$ cat config.mk
export PLATFORM = sky130hd
export DESIGN_NAME = bcd_mul_seq
export DESIGN_NICKNAME = d
export VERILOG_FILES = /design/src/rtl/bcd_pkg.sv /design/src/rtl/bcd_mul_row.sv /design/src/rtl/bcd_mul_seq.sv
export SDC_FILE = /design/constraint.sdc
export NUM_CORES = 2
export LEC_CHECK = 0
export BUFFER_PORTS_ARGS = -buffer_cell sky130_fd_sc_hd__buf_2
export CAP_MARGIN = 10
export CORE_MARGIN = 5
export CORE_UTILIZATION = 45
export DETAILED_ROUTE_END_ITERATION = 12
export PLACE_DENSITY_LB_ADDON = 0.25
export SYNTH_ARGS = -nofsm -noshare
export SYNTH_HDL_FRONTEND = slang
export SYNTH_SLANG_ARGS = --single-unit
$ cat constraint.sdc
create_clock -name clk_i -period 60 [get_ports clk_i]
set_input_delay 6 -clock clk_i [delete_from_list [all_inputs] [get_ports clk_i]]
set_output_delay 6 -clock clk_i [all_outputs]
set_load 0.01 [all_outputs]
$ cat src/rtl/bcd_pkg.sv
// Shared BCD multiplier definitions: FSM state type, digit width,
// default operand size, and single-digit arithmetic helpers.
package bcd_pkg;

    localparam int DIGIT_W = 4;
    localparam int DEF_N   = 16;

    typedef enum logic [1:0] {
        IDLE = 2'd0,
        MUL  = 2'd1,
        DONE = 2'd2
    } mulState_t;

    // One digit times one digit, returned as two BCD digits {tens, units}.
    // Repeated subtraction of ten splits the binary product; nine passes
    // cover the largest legal product (81).
    function automatic logic [7:0] digitMul(
        input logic [3:0] x,
        input logic [3:0] y
    );
        logic [7:0] p;
        logic [3:0] t;
        p = {4'h0, x} * {4'h0, y};
        t = 4'h0;
        for (int k = 0; k < 9; k++) begin
            if (p >= 8'd10) begin
                p = p - 8'd10;
                t = t + 4'd1;
            end
        end
        return {t, p[3:0]};
    endfunction

    // One decimal digit add with carry; returns {carryOut, sumDigit}.
    // Adding 6 modulo 16 is the same as subtracting 10.
    function automatic logic [4:0] digitAdd(
        input logic [3:0] x,
        input logic [3:0] y,
        input logic       cin
    );
        logic [4:0] s;
        s = {1'b0, x} + {1'b0, y} + {4'h0, cin};
        if (s > 5'd9) begin
            return {1'b1, s[3:0] + 4'd6};
        end
        return s;
    endfunction

endpackage

$ cat src/rtl/bcd_mul_row.sv
// Combinational N-digit x 1-digit BCD product giving N+1 digits.
// Ports: aDig (N BCD digits), mDig (one BCD digit), row (N+1 digits).
module bcd_mul_row
    import bcd_pkg::*;
#(
    parameter int N = DEF_N
) (
    input  logic [N*DIGIT_W-1:0]     aDig,
    input  logic [DIGIT_W-1:0]       mDig,
    output logic [(N+1)*DIGIT_W-1:0] row
);

    logic [7:0] pp;
    logic [4:0] s;
    logic [3:0] tens;
    logic       carry;

    // Units of digit i join the tens of digit i-1 and the running carry;
    // the sum never exceeds 18, so the carry stays a single bit.
    always_comb begin
        row   = '0;
        pp    = '0;
        s     = '0;
        tens  = '0;
        carry = 1'b0;
        for (int i = 0; i < N; i++) begin
            pp    = digitMul(aDig[i*DIGIT_W +: DIGIT_W], mDig);
            s     = digitAdd(pp[3:0], tens, carry);
            row[i*DIGIT_W +: DIGIT_W] = s[3:0];
            carry = s[4];
            tens  = pp[7:4];
        end
        // Top digit is at most 8 + 1, so it needs no decimal correction.
        row[N*DIGIT_W +: DIGIT_W] = tens + {3'b000, carry};
    end

endmodule

$ cat src/rtl/bcd_mul_seq.sv
// Sequential BCD multiplier: one multiplier digit per clock, MSD first.
// Ports: clk_i, rst_ni (sync, active-low), ld_i start, a_i/b_i operands,
// o_o product (view of acc), busy_o, done_o pulse, err_o bad digit.
module bcd_mul_seq
    import bcd_pkg::*;
#(
    parameter int N = DEF_N
) (
    input  logic                   clk_i,
    input  logic                   rst_ni,
    input  logic                   ld_i,
    input  logic [N*DIGIT_W-1:0]   a_i,
    input  logic [N*DIGIT_W-1:0]   b_i,
    output logic [2*N*DIGIT_W-1:0] o_o,
    output logic                   busy_o,
    output logic                   done_o,
    output logic                   err_o
);

    localparam int CW = $clog2(N);
    localparam int AW = 2 * N * DIGIT_W;

    mulState_t state;
    mulState_t stateNext;

    logic [N*DIGIT_W-1:0]     aR;
    logic [N*DIGIT_W-1:0]     bR;
    logic [AW-1:0]            acc;
    logic [AW-1:0]            accNext;
    logic [AW-1:0]            shifted;
    logic [AW-1:0]            addend;
    logic [CW-1:0]            cnt;
    logic [DIGIT_W-1:0]       curDigit;
    logic [(N+1)*DIGIT_W-1:0] row;
    logic [4:0]               s;
    logic                     carry;
    logic                     badDigit;

    assign o_o      = acc;
    assign curDigit = bR[cnt*DIGIT_W +: DIGIT_W];

    bcd_mul_row #(
        .N (N)
    ) uRow (
        .aDig (aR),
        .mDig (curDigit),
        .row  (row)
    );

    // Horner step: shift one digit left (top digit is always zero for
    // legal operands) and add the current partial-product row.
    always_comb begin
        shifted = {acc[AW-DIGIT_W-1:0], {DIGIT_W{1'b0}}};
        addend  = {{((N-1)*DIGIT_W){1'b0}}, row};
        accNext = '0;
        s       = '0;
        carry   = 1'b0;
        for (int i = 0; i < 2*N; i++) begin
            s     = digitAdd(shifted[i*DIGIT_W +: DIGIT_W],
                             addend[i*DIGIT_W +: DIGIT_W], carry);
            accNext[i*DIGIT_W +: DIGIT_W] = s[3:0];
            carry = s[4];
        end
    end

    always_comb begin
        badDigit = 1'b0;
        for (int i = 0; i < N; i++) begin
            if (a_i[i*DIGIT_W +: DIGIT_W] > 4'd9) badDigit = 1'b1;
            if (b_i[i*DIGIT_W +: DIGIT_W] > 4'd9) badDigit = 1'b1;
        end
    end

    always_comb begin
        stateNext = state;
        unique case (state)
            IDLE:    if (ld_i) stateNext = MUL;
            MUL:     if (cnt == '0) stateNext = DONE;
            DONE:    stateNext = IDLE;
            default: stateNext = IDLE;
        endcase
    end

    always_ff @(posedge clk_i) begin
        if (!rst_ni) begin
            state  <= IDLE;
            acc    <= '0;
            cnt    <= '0;
            aR     <= '0;
            bR     <= '0;
            busy_o <= 1'b0;
            done_o <= 1'b0;
            err_o  <= 1'b0;
        end else begin
            state  <= stateNext;
            busy_o <= (stateNext != IDLE);
            done_o <= (state == MUL) && (cnt == '0);
            unique case (state)
                IDLE: begin
                    if (ld_i) begin
                        aR    <= a_i;
                        bR    <= b_i;
                        acc   <= '0;
                        cnt   <= CW'(N - 1);
                        err_o <= badDigit;
                    end
                end
                MUL: begin
                    acc <= accNext;
                    if (cnt != '0) cnt <= cnt - 1'b1;
                end
                default: ;
            endcase
        end
    end

endmodule
==> out/qor.yml <==
status: "completed"
row_count: 147
core_um2: 160900
clock.fmax_ghz: 0.01719
grt_max_degree: 89
grtUsageTotal_pct: 24.87
regArea_um2: 5309
max_stage_delay_ns: 0.68
synth_commonest_cells: "1168 x nand2_1, 747 x ha_1, 717 x nor2_1"
clkTransAtPathRegs_ns: 0.05
synth_top_area_share_pct: 12.80
setup_viol_count_final: 0
worstReg2RegEnd: "o_o[126]$_SDFFE_PN0P_"
cp_data_required_time_ns: 60.53
slew_viol_final: 0
grt_pass1_vias: 72630
fin_crit_ns: 58.16
ctsHoldBuffers: 0
slew_headroom_pct: 25.03
num-nets-final: 11400
dieArea_um2: 170500
gr-usage-met2_pct: 42.26
ys_seq_area_share_pct: 7.263
nFillCells: 15670
wl_per_cell_um: 17.97
end_kind: "flip-flop"
multi_input_area_um2: 65710
cts_buffers: 39
ioPinCount: 262
htreeDepth: 2
synth_most_common_cell: "nand2_1"
grt.busiest_layer: "met2"
crit_path_start: "cnt[0]$_SDFFE_PN0P_"
numPortBuffers: 261
totalWireLength_um: 226800
reg2reg_depth: 289
cts_root_buffer: "clkbuf_16"
vias: 77250
overflow: 0
yosys_warnings: 0
hpwl_um: 180100
yosys_most_used_dff: "dfxtp_1"
syn_inst: 10090
worstPathMaxFanout: 6
drc_errors: 0
r2r_slack_ns: 1.84
synth.distinct_cells: 151
drive_gt1_share_pct: 14.14
finalCritPeriodShare_pct: 96.93
worstSetupPathType: "flip-flop to flip-flop"
place_congestion: 0.9572
crit_arrival_ns: 58.69
clock_path_buffers: 3
synth.area.top_cells: "ha_1 13%, xnor2_1 7.7%, dfxtp_1 7.3%"
crit_path_start_kind: "flip-flop"
synth_edf_count: 0
worstSkewPairLatency_ns: 0.65
synthArstFlopShare_pct: 0
cp-endpoint: "o_o[126]$_SDFFE_PN0P_"
yosys_register_bits: 265
start_util_pct: 45.38
post-route-util_pct: 50.61
detail_route.iter0.violations: 6378
die-height_um: 412.9
first_pass_iters: 6
fp.dieW_um: 412.9
crit_top_cell: "ha_2"
grt_first_pass_wirelength_um: 363400
vias_per_cell: 6.119
hp-class: "flip-flop to flip-flop"
tritoncts: "built"
finClkSkew_ns: 0.06243
antenna_found_initial: 47
met1_usage_pct: 32.72
crit_slowest_cell: "mux4_4"
grt_use_met3_pct: 3.892
synth_top_area_cell: "ha_1"
tightest_slew_ns: 1.124
syn_to_final_growth_pct: 11.50
synth_nets: 11090
cts.sinks: 265
finalHoldViolations: 0
syn_avg_cell_area_um2: 7.240
drtAntennaViolNets: 0
r2r_start: "cnt[0]$_SDFFE_PN0P_"
synth_area_um2: 73040
maxCapViolations: 0
-- cell families (layout without fill, tap and decap cells) --
family          count (synthesis)  count (layout)  share of synthesized area [%]
flops                         265             265                          7.263
xor+xnor                      885             885                          10.82
mux                           336             336                          5.144
simple gates                 3543            3543                          23.98
fa+ha+maj                     875             875                          16.28
buf+inv                      1006            1345                          5.379
compound gates               3177            3177                          31.12
other cells                     1              38                       0.005134
-- worst min-delay path by stage --
stage	startpoint	endpoint	slack [ns]	cells after the start
2_1_floorplan	bR[10]$_SDFFE_PN0P_	bR[10]$_SDFFE_PN0P_	0.43	2
3_3_place_gp	o_o[127]$_SDFFE_PN0P_	o_o[127]$_SDFFE_PN0P_	0.43	2
3_5_place_dp	o_o[124]$_SDFFE_PN0P_	o_o[124]$_SDFFE_PN0P_	0.44	2
4_1_cts	o_o[124]$_SDFFE_PN0P_	o_o[124]$_SDFFE_PN0P_	0.45	2
5_1_grt	bR[37]$_SDFFE_PN0P_	bR[37]$_SDFFE_PN0P_	0.47	2
6_report	o_o[127]$_SDFFE_PN0P_	o_o[127]$_SDFFE_PN0P_	0.45	2
-- sequential cells by signal (all words and copies together) (netlist names) --
name,flops
err_o,1
cnt,4
o_o,128
busy_o,1
aR,64
bR,64
done_o,1
state,2
-- worst max-delay path, delay by kind of cell, from the launching register on --
family / cells / cell delay, ns
AOI/OAI and AO/OA: 66 / 11.62
xor gates and xnor gates: 34 / 6.46
adders and majority gates: 105 / 28.30
buffers and inverters: 45 / 4.20
DFF: 1 / 0.39
muxes: 8 / 2.56
and+or+nand+nor: 31 / 4.40
-- cell type report --
| type | count | share of cell area [%] |
|---|---|---|
| Timing Repair Buffer | 553 | 4.378 |
| Tap cell | 2160 | 3.318 |
| Antenna cell | 37 | 0.1137 |
| Sequential cell | 265 | 6.519 |
| Clock buffer | 49 | 1.318 |
| Clock inverter | 21 | 0.3349 |
| Inverter | 722 | 3.335 |
| Multi-Input combinational cell | 8817 | 80.68 |
-- metal layers --
layer | part of all wire [%] | vias to the layer above
met5 | 0.024 | -
met1 | 44 | 36740
li1 | - | 37930
met2 | 46 | 2248
met3 | 7.2 | 324
met4 | 2.8 | 8
-- cell usage in the layout (no fill, tap or decap), types with 67 or more instances in the layout --
cell type / n
and2_1: 257
fa_1: 74
mux2i_1: 173
a22o_1: 82
a21oi_1: 606
nand2b_1: 141
nor2b_1: 67
o21a_1: 111
xnor2_1: 592
o22ai_1: 93
nor2_1: 711
mux2_2: 128
and3_1: 78
a211oi_1: 103
or2_2: 70
o31ai_1: 77
buf_4: 287
nand4_1: 86
inv_1: 694
nand2_1: 1161
nor3_1: 231
o21ai_0: 516
o211ai_1: 122
xor2_1: 210
or3_1: 102
dfxtp_1: 264
buf_2: 261
a31oi_1: 161
ha_1: 674
a21o_1: 168
nand3_1: 266
-- through the flow --
step                      area (um2)  setup TNS [ns]  std cells  setup slack, ns  hold WS, ns
after floorplan                73450               0      10090         0.005535       0.4331
after global placement         77510         -0.9554      12380          -0.3418       0.4330
after detailed placement       77510          -19.73      12380           -3.307       0.4429
after CTS                      79330               0      12480          0.01807       0.4541
after global routing           81360          -2.489      12590          -0.8560       0.4710
final                          81440               0      12620            1.843       0.4491
-- timing repair --
item                       CTS  global route
setup buffers               24           110
setup endpoints to repair   11            15
pin swaps                   30           158
gates resized for setup     63           247
cloned                       0             1
Power is left out: the tool's default activity adds up to more than one toggle a clock period on the data nets, which glitch-free logic cannot reach.
